**src/rtl/bldc_commutation_pwm_if.sv**
```systemverilog
// Motor-control side bundle for the BLDC commutation/PWM block: drive requests in,
// gate drives and hall decode out.
interface bldc_commutation_pwm_if #(
  parameter int unsigned DCW = 10
);
  logic           en;
  logic [2:0]     hall;
  logic [DCW-1:0] duty_cycle;
  logic [2:0]     phaseH;
  logic [2:0]     phaseL;
  logic [2:0]     u;
  logic [2:0]     z;
  logic           hall_valid;

  modport master (
    output en, hall, duty_cycle,
    input  phaseH, phaseL, u, z, hall_valid
  );

  modport slave (
    input  en, hall, duty_cycle,
    output phaseH, phaseL, u, z, hall_valid
  );
endinterface

```
**src/rtl/bldc_commutation_pwm.sv**
```systemverilog
// Six-step hall commutation decoder driving three complementary PWM half-bridges,
// with per-phase dead-time so high and low gates of one phase never overlap.
module bldc_commutation_pwm #(
  parameter int unsigned MAX_COUNTER         = 'h3FF,
  parameter int unsigned COUNTER_WIDTH       = 10,
  parameter int unsigned DUTY_CYCLE_WIDTH    = 10,
  parameter int unsigned MAX_DUTY_CYCLE      = 'h3FF,
  parameter int unsigned DUTY_CYCLE_STEP_RES = 1,
  parameter int unsigned DEAD_TIME           = 2
) (
  input  logic                   clk,
  input  logic                   rst,
  bldc_commutation_pwm_if.slave  bus
);

  localparam int unsigned DTW  = (DEAD_TIME < 1) ? 1 : $clog2(DEAD_TIME + 1);
  localparam int unsigned CMPW = 32;

  typedef enum logic [1:0] {TGT_FLOAT, TGT_HIGH, TGT_LOW} target_e;

  logic [2:0]                hs1_q, hs2_q;
  logic [COUNTER_WIDTH-1:0]  cnt_q, cnt_d;
  logic [2:0]                ph_q, ph_d, pl_q, pl_d;
  logic [2:0][DTW-1:0]       off_q, off_d;
  logic [2:0]                u_c, z_c;
  logic                      hall_valid_c;
  logic [DUTY_CYCLE_WIDTH-1:0] duty_c;
  logic [CMPW-1:0]           cmp_c;
  logic                      pwm_c;
  target_e                   tgt_c [3];

  assign duty_c = bus.duty_cycle;

  // Six-step decode of the synchronized hall code; illegal codes float everything.
  always_comb begin
    u_c          = 3'b000;
    z_c          = 3'b111;
    hall_valid_c = 1'b0;
    case (hs2_q)
      3'b101: begin u_c = 3'b001; z_c = 3'b100; hall_valid_c = 1'b1; end
      3'b100: begin u_c = 3'b001; z_c = 3'b010; hall_valid_c = 1'b1; end
      3'b110: begin u_c = 3'b010; z_c = 3'b001; hall_valid_c = 1'b1; end
      3'b010: begin u_c = 3'b010; z_c = 3'b100; hall_valid_c = 1'b1; end
      3'b011: begin u_c = 3'b100; z_c = 3'b010; hall_valid_c = 1'b1; end
      3'b001: begin u_c = 3'b100; z_c = 3'b001; hall_valid_c = 1'b1; end
      default: begin end
    endcase
  end

  // Full-scale duty pushes the compare past the counter range so pwm never drops.
  always_comb begin
    if (CMPW'(duty_c) >= CMPW'(MAX_DUTY_CYCLE)) begin
      cmp_c = CMPW'(MAX_COUNTER) + CMPW'(1);
    end else begin
      cmp_c = CMPW'(duty_c) * CMPW'(DUTY_CYCLE_STEP_RES);
    end
    pwm_c = (CMPW'(cnt_q) < cmp_c);
    cnt_d = (cnt_q == COUNTER_WIDTH'(MAX_COUNTER)) ? '0 : cnt_q + COUNTER_WIDTH'(1);
  end

  // Gate next-state: turn-off is immediate, turn-on waits for a saturated off-counter.
  always_comb begin
    ph_d  = '0;
    pl_d  = '0;
    off_d = '0;
    for (int j = 0; j < 3; j++) begin
      tgt_c[j] = TGT_FLOAT;
      if (bus.en && hall_valid_c && !z_c[j]) begin
        tgt_c[j] = (u_c[j] && pwm_c) ? TGT_HIGH : TGT_LOW;
      end
      case (tgt_c[j])
        TGT_HIGH: ph_d[j] = ph_q[j] || (!pl_q[j] && (off_q[j] == DTW'(DEAD_TIME)));
        TGT_LOW:  pl_d[j] = pl_q[j] || (!ph_q[j] && (off_q[j] == DTW'(DEAD_TIME)));
        default:  begin end
      endcase
      if (ph_d[j] || pl_d[j]) begin
        off_d[j] = '0;
      end else if (off_q[j] == DTW'(DEAD_TIME)) begin
        off_d[j] = off_q[j];
      end else begin
        off_d[j] = off_q[j] + DTW'(1);
      end
    end
  end

  always_ff @(posedge clk or posedge rst) begin
    if (rst) begin
      hs1_q <= '0;
      hs2_q <= '0;
      cnt_q <= '0;
      ph_q  <= '0;
      pl_q  <= '0;
      off_q <= '0;
    end else begin
      hs1_q <= bus.hall;
      hs2_q <= hs1_q;
      cnt_q <= cnt_d;
      ph_q  <= ph_d;
      pl_q  <= pl_d;
      off_q <= off_d;
    end
  end

  assign bus.phaseH     = ph_q;
  assign bus.phaseL     = pl_q;
  assign bus.u          = u_c;
  assign bus.z          = z_c;
  assign bus.hall_valid = hall_valid_c;

endmodule

```
**src/flat_wrapper.sv**
```systemverilog
// flat-port wrapper written by rule: the top's interface ports become plain ports
module bldc_commutation_pwm_flat 
#(
  parameter int unsigned MAX_COUNTER         = 'h3FF,
  parameter int unsigned COUNTER_WIDTH       = 10,
  parameter int unsigned DUTY_CYCLE_WIDTH    = 10,
  parameter int unsigned MAX_DUTY_CYCLE      = 'h3FF,
  parameter int unsigned DUTY_CYCLE_STEP_RES = 1,
  parameter int unsigned DEAD_TIME           = 2
)
  (clk, rst, bus_en, bus_hall, bus_duty_cycle, bus_phaseH, bus_phaseL, bus_u, bus_z, bus_hall_valid);
  bldc_commutation_pwm_if #(.DCW(10)) bus_i ();
  input  logic clk;
  input  logic rst;
  input wire logic [$bits(bus_i.en)-1:0] bus_en;
  input wire logic [$bits(bus_i.hall)-1:0] bus_hall;
  input wire logic [$bits(bus_i.duty_cycle)-1:0] bus_duty_cycle;
  output wire logic [$bits(bus_i.phaseH)-1:0] bus_phaseH;
  output wire logic [$bits(bus_i.phaseL)-1:0] bus_phaseL;
  output wire logic [$bits(bus_i.u)-1:0] bus_u;
  output wire logic [$bits(bus_i.z)-1:0] bus_z;
  output wire logic [$bits(bus_i.hall_valid)-1:0] bus_hall_valid;
  assign bus_i.en = bus_en;
  assign bus_i.hall = bus_hall;
  assign bus_i.duty_cycle = bus_duty_cycle;
  assign bus_phaseH = bus_i.phaseH;
  assign bus_phaseL = bus_i.phaseL;
  assign bus_u = bus_i.u;
  assign bus_z = bus_i.z;
  assign bus_hall_valid = bus_i.hall_valid;
  bldc_commutation_pwm #(.MAX_COUNTER(MAX_COUNTER), .COUNTER_WIDTH(COUNTER_WIDTH), .DUTY_CYCLE_WIDTH(DUTY_CYCLE_WIDTH), .MAX_DUTY_CYCLE(MAX_DUTY_CYCLE), .DUTY_CYCLE_STEP_RES(DUTY_CYCLE_STEP_RES), .DEAD_TIME(DEAD_TIME)) u_core (.clk(clk), .rst(rst), .bus(bus_i));
endmodule
```
**config.mk**
```make
export PLATFORM = sky130hd
export DESIGN_NAME = bldc_commutation_pwm_flat
export DESIGN_NICKNAME = d
export VERILOG_FILES = /design/src/rtl/bldc_commutation_pwm_if.sv /design/src/rtl/bldc_commutation_pwm.sv /design/src/flat_wrapper.sv
export SDC_FILE = /design/constraint.sdc
export NUM_CORES = 1
export LEC_CHECK = 0
export CORE_MARGIN = 3
export CORE_UTILIZATION = 33
export CTS_CLUSTER_DIAMETER = 60
export DETAILED_ROUTE_END_ITERATION = 6
export SLEW_MARGIN = 20
export SYNTH_ARGS = -nofsm -noshare
export SYNTH_HDL_FRONTEND = slang
export SYNTH_SLANG_ARGS = --single-unit
```
**constraint.sdc**
```tcl
create_clock -name clk -period 2.2 [get_ports clk]
set_input_delay 0.33 -clock clk [delete_from_list [all_inputs] [get_ports clk]]
set_output_delay 0.33 -clock clk [all_outputs]
set_load 0.01 [all_outputs]
```
==> run summary, run 1 <==
Detailed routing
- **first-pass iteration count of the detailed router** 4
- **routed vias** 1196
- **via-per-instance ratio** 5.03
- **Remaining DRCs** 0
- **Detailed Route Iter0 Violations** 29
- **Final ANT Viol Nets** 0
- **DRT Wirelength** 3.31 mm
- **routed wirelength normalized by instance count** 13.9 microns

Yosys
- **xor and xnor area share after synthesis** 7.58%
- **post-synthesis share of cell area spent on and, or, nand and nor gates** 21.7%
- **cells taking the most area after synthesis** sky130_fd_sc_hd__dfrtp_1 47%, sky130_fd_sc_hd__ha_1 11%, sky130_fd_sc_hd__nand2_1 4.2%, sky130_fd_sc_hd__xnor2_1 4.1%, sky130_fd_sc_hd__nor2_1 3.5%
- **number of distinct library cells after synthesis** 28
- **register bit count reported by yosys** 28
- **Mapped Nets** 177
- **complex-gate fraction of the synthesized area** 11.2%
- **proportion of synthesized area in mux cells** 0%
- **Yosys top cell area share** 46.6%
- **async set-reset flop share out of synthesis** 100%
- **average cell area after synthesis** 10.2 sq um
- **count of flip-flops with a built-in enable after synthesis** 0
- **summed instance area of the synthesized netlist** 1500 sq um
- **dominant combinational cell family by area after synthesis** simple AND/OR/NAND/NOR gates
- **number of synthesis warnings** 0
- **arithmetic-cell share of the synthesized area counting full adders, half adders and majority gates** 10.8%
- **Top FF cell, synth** sky130_fd_sc_hd__dfrtp_1
- **Post-Syn Instances** 148
- **cell taking the most area after synthesis** sky130_fd_sc_hd__dfrtp_1
- **post-synthesis sequential area ratio** 46.6%

Global routing
- **initial antenna violation count** 0
- **global-route wire length before repair** 5.69 mm
- **pin count of the biggest net entering global routing** 29
- **remaining global-route overflow** 0
- **global-route usage over all layers** 13.2%
- **vias in the first global route** 1285

Floorplan
- **area of the die** 5400 sq um
- **core area** 4200 sq um
- **vertical die dimension** 73.5 microns
- **number of placement rows** 23
- **floorplan die width** 73.5 microns
- **Initial Utilization** 35.8%
- **I/O pin cnt** 29

Critical path
- **maximum fanout encountered on the critical timing path** 5
- **element type at the critical path end** flop
- **chain of cells forming the critical path** dlygate4sd2_1 > nand4_1 > or3_4 > nand2_1 > ha_1 > nand2_1 > o21ai_1 > a21oi_2 > o21a_4 > a211oi_4 > nor3_2
- **slowest library cell on the worst path** sky130_fd_sc_hd__or3_4
- **Top cell by count, worst path** sky130_fd_sc_hd__nand2_1
- **largest stage delay on the critical path** 430 ps
- **worst setup path category** input port to flop
- **required time of the critical path** 2360 ps
- **critical path arrival** 2310 ps
- **type of element launching the critical path** input port

Clocking
- **Sinks on Clock Net** 28
- **master cell of the clock root buffer** sky130_fd_sc_hd__clkbuf_8
- **clock tree from TritonCTS** built
- **Post-CTS Hold Buffers** 0
- **H-tree depth reported by CTS** 1
- **insertion delay to the later sink of the worst-skew pair** 270 ps
- **number of buffers created by CTS** 3
- **clock buffer depth** 2
- **CTS clock-pin slew for the worst setup and hold paths** 90 ps

Pwr
- **cell area power density** 713 nW/um^2
- **leakage component of the power** 0.905 nW
- **IR drop worst, VDD** 0.272 mV

STA
- **clk_skew** 7.67 ps
- **Tmin final** 2150 ps
- **upper clock frequency limit** 464 MHz
- **count of final setup violators** 0
- **final worst hold slack** 358 ps
- **count of pins over their slew limit** 0
- **unrepaired setup endpoints after global routing** true
- **Setup TNS Final** 0 ps
- **worst rel slew slack** 73.6%
- **count of final hold-check violations** 0
- **actual slew at the worst max-slew pin** 393 ps
- **Tcrit/Tclk final** 97.9%

Final layout
- **P&R area growth vs syn** 34.6%
- **ratio of cells with drive above 1 in the final layout** 19.1%
- **NumNets Final** 218
- **fill count** 405
- **diodes inserted** 0

Placement
- **final HPWL from detailed placement** 2.43 mm
- **number of buffers added on ports** 28
- **Routability Congestion** 0.739

Worst hold path
- **class of the tightest hold or removal check** flop to flop

Run
- **max capacitance violation total** 0

Outcome
- **run status** finished, final reports clean

routing by layer:
metal	vias up	track usage (%)	part of all wire (%)
met3	2	2.46	3.3
li1	590	-	-
met2	22	21.1	47
met5	-	0	0
met1	582	18.2	50
met4	0	3.42	0.30
sequential cells by signal, summed over array words and instances, names as in the netlist:
signal             count
u_core.bus.phaseH      3
u_core.bus.phaseL      3
u_core.cnt_q          10
u_core.hs1_q           3
u_core.hs2_q           3
u_core.off_q           6
layout by cell type (no fill, tap or decap), types with 2 or more instances in the layout:
master	n
sky130_fd_sc_hd__clkbuf_8	4
sky130_fd_sc_hd__nand2_2	3
sky130_fd_sc_hd__buf_4	8
sky130_fd_sc_hd__xnor2_1	7
sky130_fd_sc_hd__dfrtp_1	28
sky130_fd_sc_hd__dlygate4sd2_1	7
sky130_fd_sc_hd__and2b_1	3
sky130_fd_sc_hd__nand4_1	3
sky130_fd_sc_hd__or3_4	2
sky130_fd_sc_hd__nor3_1	5
sky130_fd_sc_hd__nor2_1	13
sky130_fd_sc_hd__nor2b_1	8
sky130_fd_sc_hd__a211oi_4	3
sky130_fd_sc_hd__nand3_1	3
sky130_fd_sc_hd__and3_1	2
sky130_fd_sc_hd__o21ai_0	7
sky130_fd_sc_hd__clkdlybuf4s50_1	18
sky130_fd_sc_hd__xor2_1	6
sky130_fd_sc_hd__ha_1	11
sky130_fd_sc_hd__inv_1	5
sky130_fd_sc_hd__nor2_2	4
sky130_fd_sc_hd__a21oi_1	5
sky130_fd_sc_hd__nand2_1	15
sky130_fd_sc_hd__a21oi_2	3
sky130_fd_sc_hd__clkdlybuf4s15_1	3
sky130_fd_sc_hd__nor3_2	2
kinds of logic after synthesis:
kind of cell | count (synthesis)
and+or+nand+nor | 64
DFF | 28
AOI/OAI and AO/OA | 24
xor gates and xnor gates | 13
adders and majority gates | 13
buffers and inverters | 6
critical path: cells and delay by family:
family | cells | cell delay (ps)
buf+inv | 1 | 230
compound gates | 4 | 810
simple gates | 5 | 800
fa+ha+maj | 1 | 160
worst paths after layout:
path                                        start              end  slack, ps  cells past startpoint
worst max-delay path            bus_duty_cycle[4]  u_core.off_q[5]         50                     11
worst min-delay path              u_core.hs1_q[0]  u_core.hs2_q[0]        360                      0
worst max register to register    u_core.cnt_q[6]  u_core.off_q[5]        360                      7
worst min register to register    u_core.hs1_q[0]  u_core.hs2_q[0]        360                      0
max in group asynchronous                     rst  u_core.cnt_q[5]       1530                      3
min in group asynchronous                     rst  u_core.hs1_q[2]        410                      3
stage by stage:
stage | total power [mW] | std cells | area, sq um | setup WS (ps) | util (%)
final | 1.44 | 238 | 2020 | 46.5 | 48.2
after global routing | 1.56 | 238 | 2020 | -33.8 | 48.2
after CTS | 1.45 | 237 | 1980 | 3.23 | 47.1
after detailed placement | 1.09 | 232 | 1890 | -529 | 44.9
after global placement | 1.06 | 232 | 1890 | -467 | 44.9
after floorplan | 0.945 | 148 | 1500 | 107 | -
repair_timing:
item                                    4_1_cts  5_1_grt
setup buffers                                 0        1
hold endpoints to repair                      0        0
pin swaps                                    17       12
gates resized for setup                      18       11
endpoints found under the setup margin       12       11
gates cloned                                  1        0
area by class of cell:
cell class / instances / area [sq um] / area share [%]
sequential: 28 / 701 / 34.6
tap: 50 / 62.6 / 3.09
timing repair buffer: 36 / 332 / 16.4
clock buffer: 4 / 55.1 / 2.72
multi-input combinational: 115 / 855 / 42.2
inverter: 5 / 18.8 / 0.928
power by group:
group / leakage (nW) / internal, mW / switching, mW / total [mW]
sequential: 0.350 / 0.593 / 0.0489 / 0.642
clock: 0.0288 / 0.160 / 0.156 / 0.316
combinational: 0.526 / 0.239 / 0.246 / 0.485
total: 0.905 / 0.992 / 0.451 / 1.44
cell usage after synthesis (2+ instances only):
cell type	count
sky130_fd_sc_hd__nor2b_1	8
sky130_fd_sc_hd__dfrtp_1	28
sky130_fd_sc_hd__and2b_1	3
sky130_fd_sc_hd__xor2_1	6
sky130_fd_sc_hd__inv_1	5
sky130_fd_sc_hd__nand3_1	3
sky130_fd_sc_hd__o21ai_0	8
sky130_fd_sc_hd__nand2_1	17
sky130_fd_sc_hd__a21oi_1	7
sky130_fd_sc_hd__nor3_1	7
sky130_fd_sc_hd__a211oi_2	3
sky130_fd_sc_hd__and3_1	2
sky130_fd_sc_hd__nor2_1	14
sky130_fd_sc_hd__xnor2_1	7
sky130_fd_sc_hd__nor2_2	3
sky130_fd_sc_hd__ha_1	13
sky130_fd_sc_hd__nand4_1	3
(Power assumes the default switching activity.)
==> inputs of run 2 (changes only) <==
PLACE_DENSITY_LB_ADDON = 0.25   (was unset)
SETUP_SLACK_MARGIN = 0.2   (was unset)
==> run summary, run 2 (synthesis gave the netlist of run 1 again) <==
Outcome
- **run status** finished, final reports clean

Detailed routing
- **routed wirelength normalized by instance count** 14.1 microns, +1.5%
- **first-pass iteration count of the detailed router** 4, unchanged
- **Remaining DRCs** 0, unchanged
- **Detailed Route Iter0 Violations** 54, +86%
- **Final ANT Viol Nets** 0, unchanged
- **DRT Wirelength** 3.40 mm, +2.8%
- **via-per-instance ratio** 5.00, -0.42%
- **routed vias** 1206, +0.84%

Floorplan
- **number of placement rows** 23, unchanged
- **core area** 4200 sq um, unchanged
- **Initial Utilization** 35.8%, unchanged
- **area of the die** 5400 sq um, unchanged
- **vertical die dimension** 73.5 microns, unchanged
- **floorplan die width** 73.5 microns, unchanged
- **I/O pin cnt** 29, unchanged

Global routing
- **global-route wire length before repair** 5.78 mm, +1.5%
- **pin count of the biggest net entering global routing** 29, unchanged
- **vias in the first global route** 1252, -2.6%
- **global-route usage over all layers** 13.9%, +0.76 points
- **remaining global-route overflow** 0, unchanged
- **initial antenna violation count** 0, unchanged

STA
- **count of final hold-check violations** 0, unchanged
- **worst rel slew slack** 72.6%, -0.99 points
- **count of pins over their slew limit** 0, unchanged
- **Tmin final** 2000 ps, -155 ps
- **clk_skew** 9.42 ps, +1.75 ps
- **upper clock frequency limit** 500 MHz, +7.8%
- **count of final setup violators** 0, unchanged
- **Tcrit/Tclk final** 90.8%, -7.1 points
- **actual slew at the worst max-slew pin** 406 ps, +13.3 ps
- **Setup TNS Final** 0 ps, unchanged
- **unrepaired setup endpoints after global routing** true

Placement
- **number of placed cells counting well taps** 231, -0.43%
- **Routability Congestion** 0.736, -0.43%
- **number of buffers added on ports** 28, unchanged
- **final HPWL from detailed placement** 2.48 mm, +1.9%

Critical path
- **critical path arrival** 2190 ps, -120 ps
- **maximum fanout encountered on the critical timing path** 5, unchanged
- **worst setup path category** input port to flop
- **element type at the critical path end** flop
- **required time of the critical path** 2390 ps, +30 ps
- **type of element launching the critical path** input port

Clocking
- **master cell of the clock root buffer** sky130_fd_sc_hd__clkbuf_8
- **insertion delay to the later sink of the worst-skew pair** 270 ps, about the same
- **Sinks on Clock Net** 28, unchanged
- **clock tree from TritonCTS** built
- **H-tree depth reported by CTS** 1, unchanged
- **number of buffers created by CTS** 3, unchanged
- **CTS clock-pin slew for the worst setup and hold paths** 100 ps, about the same
- **clock buffer depth** 2, unchanged

Final layout
- **Largest register FFs** 10, unchanged
- **NumNets Final** 221, +1.4%
- **diodes inserted** 0, unchanged
- **P&R area growth vs syn** 46.0%
- **Top Registers** u_core.cnt_q (10), u_core.off_q (6)
- **commonest cells after routing, fill and taps aside** 28 x sky130_fd_sc_hd__dfrtp_1, 18 x sky130_fd_sc_hd__clkdlybuf4s50_1, 11 x sky130_fd_sc_hd__nor2_1, 11 x sky130_fd_sc_hd__buf_4, 10 x sky130_fd_sc_hd__nand2_1
- **ratio of cells with drive above 1 in the final layout** 35.1%, +16 points
- **most common library cell in the layout ignoring fill and taps** sky130_fd_sc_hd__dfrtp_1
- **fill count** 370, -8.6%
- **Most flops, register** u_core.cnt_q
- **non-filler cells, final** 241, +1.3%

Run
- **max capacitance violation total** 0, unchanged

Pwr
- **IR drop worst, VDD** 0.324 mV, +19%
- **cell area power density** 726 nW/um^2, +1.7%
- **leakage component of the power** 0.953 nW, +5.3%

Worst hold path
- **class of the tightest hold or removal check** flop to flop

## run 2: changes by cell type in the layout (fill, tap and decap cells not counted), moves of 4 or more
cell                            before  now
sky130_fd_sc_hd__dlygate4sd2_1       7    0
sky130_fd_sc_hd__nand2_4             1    5
sky130_fd_sc_hd__buf_6               0    6
sky130_fd_sc_hd__nand2_1            15   10
sky130_fd_sc_hd__nor3_2              2    6
sky130_fd_sc_hd__nor3_1              5    1
sky130_fd_sc_hd__buf_2               0    4
## run 2: final timing paths
check | startpoint | end | slack [ps] | cells past startpoint
setup / recovery | bus_duty_cycle[4] | u_core.off_q[4] | 200 | 11
hold / removal | u_core.hs1_q[2] | u_core.hs2_q[2] | 360 | 0
setup reg to reg | u_core.cnt_q[9] | u_core.off_q[4] | 390 | 7
hold reg to reg | u_core.hs1_q[2] | u_core.hs2_q[2] | 360 | 0
max in group asynchronous | rst | u_core.cnt_q[4] | 1530 | 3
min in group asynchronous | rst | u_core.bus.phaseH[2] | 410 | 3
## run 2: per-stage QoR
stage / setup slack (ps) / utilization (%) / area [sq um] / total power [mW] / hold WS (ps)
2_1_floorplan: 174 / - / 1550 / 0.959 / 331
3_3_place_gp: -436 / 45.8 / 1920 / 1.08 / 334
3_5_place_dp: -512 / 45.8 / 1920 / 1.11 / 336
4_1_cts: 163 / 50.1 / 2100 / 1.54 / 359
5_1_grt: 124 / 52.2 / 2190 / 1.71 / 375
6_report: 202 / 52.2 / 2190 / 1.59 / 356
## run 2: timing repair
| action | 4_1_cts | 5_1_grt |
|---|---|---|
| hold buffers | 0 | 0 |
| pin swaps | 22 | 9 |
| setup endpoints to repair | 12 | 14 |
| gates resized for setup | 66 | 14 |
| buffers inserted | 2 | 3 |
| gates cloned | 1 | 0 |
## run 2: routing by layer
| metal | vias to the layer above | global-route usage (%) | share of wire [%] |
|---|---|---|---|
| met5 | - | 0 | 0 |
| met4 | 0 | 4.23 | 1.2 |
| met3 | 5 | 2.05 | 3.7 |
| met2 | 25 | 23.7 | 51 |
| met1 | 583 | 18.2 | 44 |
| li1 | 593 | - | - |
## run 2: power breakdown
group / switching (mW) / internal [mW]
sequential: 0.0500 / 0.593
clock: 0.153 / 0.243
combinational: 0.267 / 0.286
## run 2: critical path: stages
cell and delay, ps:
sky130_fd_sc_hd__buf_6 70, sky130_fd_sc_hd__nand4_1 110, sky130_fd_sc_hd__or3_4 470, sky130_fd_sc_hd__nand2_4 90, sky130_fd_sc_hd__ha_4 130, sky130_fd_sc_hd__nor2_2 50
sky130_fd_sc_hd__nand4b_1 220, sky130_fd_sc_hd__buf_4 180, sky130_fd_sc_hd__o211ai_4 260, sky130_fd_sc_hd__nor2_4 80, sky130_fd_sc_hd__nor3_2 190
## run 2: cell type report
class / count / area [sq um] / share of cell area [%]
multi-input combinational: 115 / 991 / 45.2
sequential: 28 / 701 / 31.9
tap: 50 / 62.6 / 2.85
timing repair buffer: 39 / 350 / 16.0
clock buffer: 3 / 41.3 / 1.88
clock inverter: 1 / 30.0 / 1.37
inverter: 5 / 18.8 / 0.855
